## config.mk

```make
export PLATFORM = sky130hd
export DESIGN_NAME = br_resolve_ctrl
export DESIGN_NICKNAME = d
export VERILOG_FILES = /design/src/rtl/br_ctrl_pkg.sv /design/src/rtl/br_taken_dec.sv /design/src/rtl/br_resolve_ctrl.sv
export SDC_FILE = /design/constraint.sdc
export NUM_CORES = 1
export LEC_CHECK = 0
export ABC_AREA = 1
export CAP_MARGIN = 0
export CORE_ASPECT_RATIO = 1.2
export CORE_MARGIN = 5
export CORE_UTILIZATION = 30
export CTS_BUF_LIST = sky130_fd_sc_hd__clkbuf_8
export DETAILED_ROUTE_END_ITERATION = 10
export HOLD_SLACK_MARGIN = 0.08
export RECOVER_POWER = 25
export SLEW_MARGIN = 20
export SYNTH_ARGS = -nofsm -noshare
export SYNTH_HDL_FRONTEND = slang
export SYNTH_SLANG_ARGS = --single-unit
```

## constraint.sdc

```tcl
create_clock -name clk -period 1.8 [get_ports clk]
set_clock_uncertainty 0.05 [all_clocks]
set_input_delay 0.36 -clock clk [delete_from_list [all_inputs] [get_ports clk]]
set_output_delay 0.36 -clock clk [all_outputs]
set_load 0.005 [all_outputs]
```

## src/rtl/br_ctrl_pkg.sv

```systemverilog
// Shared types for the EX-stage branch resolution controller.
// Holds the funct3 encodings, the FSM state enum and the sequential PC step.
package br_ctrl_pkg;

  typedef enum logic [2:0] {
    BEQ  = 3'b000,
    BNE  = 3'b001,
    BLT  = 3'b100,
    BGE  = 3'b101,
    BLTU = 3'b110,
    BGEU = 3'b111
  } br_f3_e;

  typedef enum logic {
    IDLE  = 1'b0,
    FLUSH = 1'b1
  } br_state_e;

  localparam int PC_STEP = 4;

endpackage

```

## src/rtl/br_taken_dec.sv

```systemverilog
// Branch outcome decoder: funct3/jump/less/equal -> taken.
// Latency 0 (pure combinational); no backpressure.
// Flow control: none, evaluated every cycle.
module br_taken_dec
  import br_ctrl_pkg::*;
(
  input  logic       jump,
  input  logic [2:0] funct3,
  input  logic       less,
  input  logic       equal,
  output logic       taken
);

  always_comb begin
    taken = 1'b0;
    if (jump) begin
      taken = 1'b1;
    end else begin
      case (funct3)
        BEQ:     taken = equal;
        BNE:     taken = ~equal;
        BLT:     taken = less;
        BGE:     taken = ~less;
        BLTU:    taken = less;
        BGEU:    taken = ~less;
        // 010/011 are not branch encodings: never taken
        default: taken = 1'b0;
      endcase
    end
  end

endmodule

```

## src/rtl/br_resolve_ctrl.sv

```systemverilog
// EX-stage branch resolver: decides taken, issues redirect + multi-cycle flush on mispredict.
// Latency 1 cycle from accept to resolved/redirect outputs; ready drops for FLUSH_CYCLES after a mispredict.
// Optional BR_CTRL_STATS_EN adds saturating accept/mispredict counters.
module br_resolve_ctrl
  import br_ctrl_pkg::*;
#(
  parameter int XLEN         = 32,
  parameter int FLUSH_CYCLES = 2
`ifdef BR_CTRL_STATS_EN
  ,
  parameter int CNT_W        = 16
`endif
) (
  input  logic            clk,
  input  logic            rst_n,
  input  logic            br_valid_i,
  output logic            br_ready_o,
  input  logic            br_jump_i,
  input  logic [2:0]      br_funct3_i,
  input  logic            br_pred_taken_i,
  input  logic [XLEN-1:0] br_pc_i,
  input  logic [XLEN-1:0] br_target_i,
  output logic            br_unsigned_o,
  input  logic            br_less_i,
  input  logic            br_equal_i,
  output logic            resolved_valid_o,
  output logic            resolved_taken_o,
  output logic            redirect_valid_o,
  output logic [XLEN-1:0] redirect_pc_o,
`ifdef BR_CTRL_STATS_EN
  output logic [CNT_W-1:0] stat_branches_o,
  output logic [CNT_W-1:0] stat_mispred_o,
`endif
  output logic            flush_o
);

  localparam int FC_W = (FLUSH_CYCLES > 1) ? $clog2(FLUSH_CYCLES) : 1;

  br_state_e       state_q, state_d;
  logic [FC_W-1:0] cnt_q, cnt_d;

  logic            taken;
  logic            accept;
  logic            mispredict;
  logic [XLEN-1:0] redirect_pc_d;

  // funct3[1] separates BLTU/BGEU from the signed compares
  assign br_unsigned_o = br_funct3_i[1];

  br_taken_dec u_taken_dec (
    .jump   (br_jump_i),
    .funct3 (br_funct3_i),
    .less   (br_less_i),
    .equal  (br_equal_i),
    .taken  (taken)
  );

  // Gated by rst_n so ready reads 0 while reset is asserted
  assign br_ready_o    = rst_n & (state_q == IDLE);
  assign accept        = br_valid_i & br_ready_o;
  assign mispredict    = taken ^ br_pred_taken_i;
  assign redirect_pc_d = taken ? br_target_i : (br_pc_i + XLEN'(PC_STEP));
  assign flush_o       = (state_q == FLUSH);

  always_ff @(posedge clk or negedge rst_n) begin
    if (!rst_n) begin
      state_q <= IDLE;
      cnt_q   <= '0;
    end else begin
      state_q <= state_d;
      cnt_q   <= cnt_d;
    end
  end

  always_comb begin
    state_d = state_q;
    cnt_d   = cnt_q;
    case (state_q)
      IDLE: begin
        if (accept && mispredict) begin
          state_d = FLUSH;
          cnt_d   = FC_W'(FLUSH_CYCLES - 1);
        end
      end
      FLUSH: begin
        if (cnt_q == '0) begin
          state_d = IDLE;
        end else begin
          cnt_d = cnt_q - FC_W'(1);
        end
      end
      default: begin
        state_d = IDLE;
        cnt_d   = '0;
      end
    endcase
  end

  always_ff @(posedge clk or negedge rst_n) begin
    if (!rst_n) begin
      resolved_valid_o <= 1'b0;
      resolved_taken_o <= 1'b0;
      redirect_valid_o <= 1'b0;
      redirect_pc_o    <= '0;
    end else begin
      resolved_valid_o <= accept;
      redirect_valid_o <= accept & mispredict;
      if (accept) begin
        resolved_taken_o <= taken;
      end
      if (accept && mispredict) begin
        redirect_pc_o <= redirect_pc_d;
      end
    end
  end

`ifdef BR_CTRL_STATS_EN
  always_ff @(posedge clk or negedge rst_n) begin
    if (!rst_n) begin
      stat_branches_o <= '0;
      stat_mispred_o  <= '0;
    end else begin
      if (accept && (stat_branches_o != '1)) begin
        stat_branches_o <= stat_branches_o + CNT_W'(1);
      end
      if (accept && mispredict && (stat_mispred_o != '1)) begin
        stat_mispred_o <= stat_mispred_o + CNT_W'(1);
      end
    end
  end
`endif

endmodule

```

==> results.py <==
metrics = {
    "outcome": {
        "outcome": "finished, final reports clean",
    },
    "cells_and_area": {
        "nets": 695,
        "fill_cells": 947,
        "design_area_um2": 4557,
        "drive_above_1_share_pct": 14.84,
        "diodes": 0,
        "syn2layout_area_growth_pct": 62.30,
    },
    "pwr": {
        "pwr_density_cell_nw_per_um2": 695.1,
        "power_mw": 3.167,
        "peakVddDrop_v": 0.0003146,
        "power.leakage_nw": 2.249,
    },
    "critical_path": {
        "worstReg2RegEnd": "redirect_pc_o[19]",
        "cpPeakStageDelay_ns": 0.50,
        "crit_path_cell_trace": "clkdlybuf4s50_1 > clkdlybuf4s50_1",
        "cp-start-kind": "input port",
        "worstSetupPathType": "input port to output port",
        "critPathArrivalTime_ns": 1.34,
        "r2r_setup_slack_ns": 0.28,
        "crit_buf_inv": 2,
        "cp_max_fo": 2,
        "crit_slowest_cell": "clkdlybuf4s50_1",
        "reg2reg_from": "flush_o",
        "crit_required_ns": 1.39,
        "crit_path_end_kind": "output port",
        "cpMostUsedCell": "clkdlybuf4s50_1",
        "critical-path-top-delay-family": "buffers and inverters",
        "rr_worst_depth": 8,
    },
    "global_route": {
        "grt_pass1_vias": 3260,
        "grt_pass1_wl_um": 15290,
        "grt_usage_pct": 16.77,
        "antenna_found_initial": 0,
        "grt_max_degree": 34,
        "grt_overflow": 0,
    },
    "synthesis": {
        "synth-seq-area-share_pct": 32.98,
        "synth_top_family_by_area": "simple AND/OR/NAND/NOR gates",
        "synth.area.mux_share_pct": 0,
        "synthSimpleGateAreaFrac_pct": 51.02,
        "synth_area_um2": 2808,
        "synthXorXnorAreaFrac_pct": 1.872,
        "syn_nets": 537,
        "ys_types": 26,
        "synth_cells": 462,
        "ys_ff_latch": 37,
        "avgSynthCellArea_um2": 6.077,
        "synth-compound-area-share_pct": 3.565,
        "yosys_warnings": 0,
        "synthAdderAreaFrac_pct": 0.4456,
    },
    "min_path": {
        "min_path_type": "input port to asynchronous set/reset pin",
    },
    "route": {
        "drtPass1Iterations": 7,
        "routedWlPerCell_um": 13.41,
        "drtIter0Drc": 125,
        "route.detailed.drc": 0,
        "viasPerCell": 4.407,
        "ant_nets": 0,
        "num_vias": 3261,
        "wirelength_um": 9926,
    },
    "die": {
        "core_um2": 9081,
        "rows": 38,
        "ios": 112,
        "die_area_um2": 11400,
        "initial_core_util_pct": 30.92,
        "die_y_um": 116.0,
        "die_x_um": 98.31,
    },
    "timing": {
        "layout_setup_ws_ns": 0.05416,
        "fmax_mhz": 572.8,
        "worst_hold_slack_ns": 0.3840,
        "rsz0062_at_grt": "no",
        "setup_violations": 0,
        "finalSetupTns_ns": 0,
        "drv_slew": 0,
        "slew_headroom_pct": 39.53,
        "final.period_utilization_pct": 96.99,
        "hold_violations": 0,
        "timing.final.crit_period_ns": 1.746,
        "worstMarginPinSlew_ns": 0.9071,
    },
    "cts": {
        "cts_tree": "yes",
        "cts_buffer_depth": 2,
        "htreeDepth": 2,
        "clock_latency_ns": 0.29,
        "cts-root-buf": "clkbuf_8",
        "clock_sinks": 37,
        "clk_pin_slew_ns": 0.08,
        "cts_inserted_buffers": 5,
    },
    "place": {
        "dpl.hpwl_um": 7859,
        "port_buffers": 111,
        "globalplace.congestion": 0.8602,
        "placedInstanceArea_um2": 4404,
        "pre_cts_ws_ns": -0.3320,
    },
    "flow_run": {
        "drv_cap": 0,
    },
}
[metal layers]
layer / track usage (%) / share of wire, % / up-vias
li1: - / - / 1719
met3: 2.890 / 4.3 / 7
met1: 20.02 / 43 / 1462
met4: 4.554 / 1.0 / 0
met2: 31.03 / 52 / 73
met5: 0 / 0 / -
[worst max path at each step]
stage	depth (start not counted)	slack, ns	end	from
6_report	2	0.05	br_unsigned_o	br_funct3_i[1]
5_1_grt	10	0.002	redirect_pc_o[30]	br_pc_i[18]
4_1_cts	11	0.02	redirect_pc_o[20]	br_pc_i[3]
3_5_place_dp	9	-0.33	redirect_pc_o[10]	br_pc_i[2]
3_3_place_gp	9	-0.31	redirect_pc_o[10]	br_pc_i[2]
2_1_floorplan	10	0.35	redirect_pc_o[26]	br_pc_i[2]
[final cells by class]
cell class / instances / area [um2] / area share [%]
multi-input combinational: 363 / 1645 / 36.11
timing repair buffer: 166 / 1573 / 34.51
tap: 120 / 150.1 / 3.295
clock inverter: 1 / 3.754 / 0.08237
inverter: 47 / 176.4 / 3.871
sequential: 37 / 925.9 / 20.32
clock buffer: 6 / 82.58 / 1.812
[synth_stat cells]
cell      count  area, um2
buf_4         3      22.52
o21bai_1      1      7.510
xor2_1        2      17.52
or2_2         5      31.28
nor2_4        2      22.52
o21ai_0      12      60.06
inv_1        46      172.7
inv_2         1      3.750
nand3b_1      7      52.55
o21ai_1       3      15.01
ha_1          1      12.51
nor2_2       10      62.56
nand3_1      33      165.2
a21oi_1       2      10.01
buf_2         8      40.04
buf_6         4      45.04
nand3_2       3      30.03
nor2_1       55      206.5
and3_1        1      6.260
o21a_1        1      7.510
xnor2_1       4      35.03
dfrtp_1      37      925.9
nand2_4       1      11.26
nand4_1       2      12.51
nand2_1     217      814.5
nand3_4       1      17.52
[stage by stage]
| stage | instances | utilization [%] |
|---|---|---|
| after floorplan | 462 | - |
| final | 740 | 50.18 |
| after CTS | 739 | 49.64 |
| after global routing | 740 | 50.18 |
| after detailed placement | 731 | 48.50 |
| after global placement | 731 | 48.50 |
[placed cells by master (no fill, tap or decap), drive strengths merged]
cell / count
clkbuf: 8
o21ai: 15
nand3b: 7
inv: 48
a21oi: 2
dlygate4sd3: 1
ha: 1
and3: 1
clkdlybuf4s50: 108
dlymetal6s2s: 2
nor2: 67
nand3: 37
dfrtp: 37
xnor2: 4
o21a: 1
buf: 53
xor2: 2
nand2: 218
nand4: 2
or2: 5
o21bai: 1
[report_power, final]
part | leakage, nW | switching (mW) | internal [mW]
Clock | 0.0485 | 0.309 | 0.299
Combinational | 1.74 | 0.527 | 0.815
Sequential | 0.462 | 0.141 | 1.08
Total | 2.25 | 0.977 | 2.19
[flip-flops by register name (all words and copies together), names as in the netlist]
| name | cells |
|---|---|
| redirect_pc_o | 32 |
| flush_o | 1 |
| cnt_q | 1 |
| redirect_valid_o | 1 |
| resolved_valid_o | 1 |
| resolved_taken_o | 1 |
[what timing repair did]
| action | 4_1_cts | 5_1_grt |
|---|---|---|
| hold buffers | 1 | 0 |
| buffers inserted | 0 | 1 |
| endpoints found under the hold margin | 4 | 0 |
| cloned | 0 | 0 |
| gates resized for setup | 1 | 13 |
| endpoints found under the setup margin | 1 | 12 |
[cell families (layout without fill, tap and decap cells)]
logic type      Yosys count  count (layout)
simple gates            337             337
compound gates           19              19
flops                    37              37
fa+ha+maj                 1               1
buf+inv                  62             220
xor+xnor                  6               6
Power figures use the tool's default switching activity.
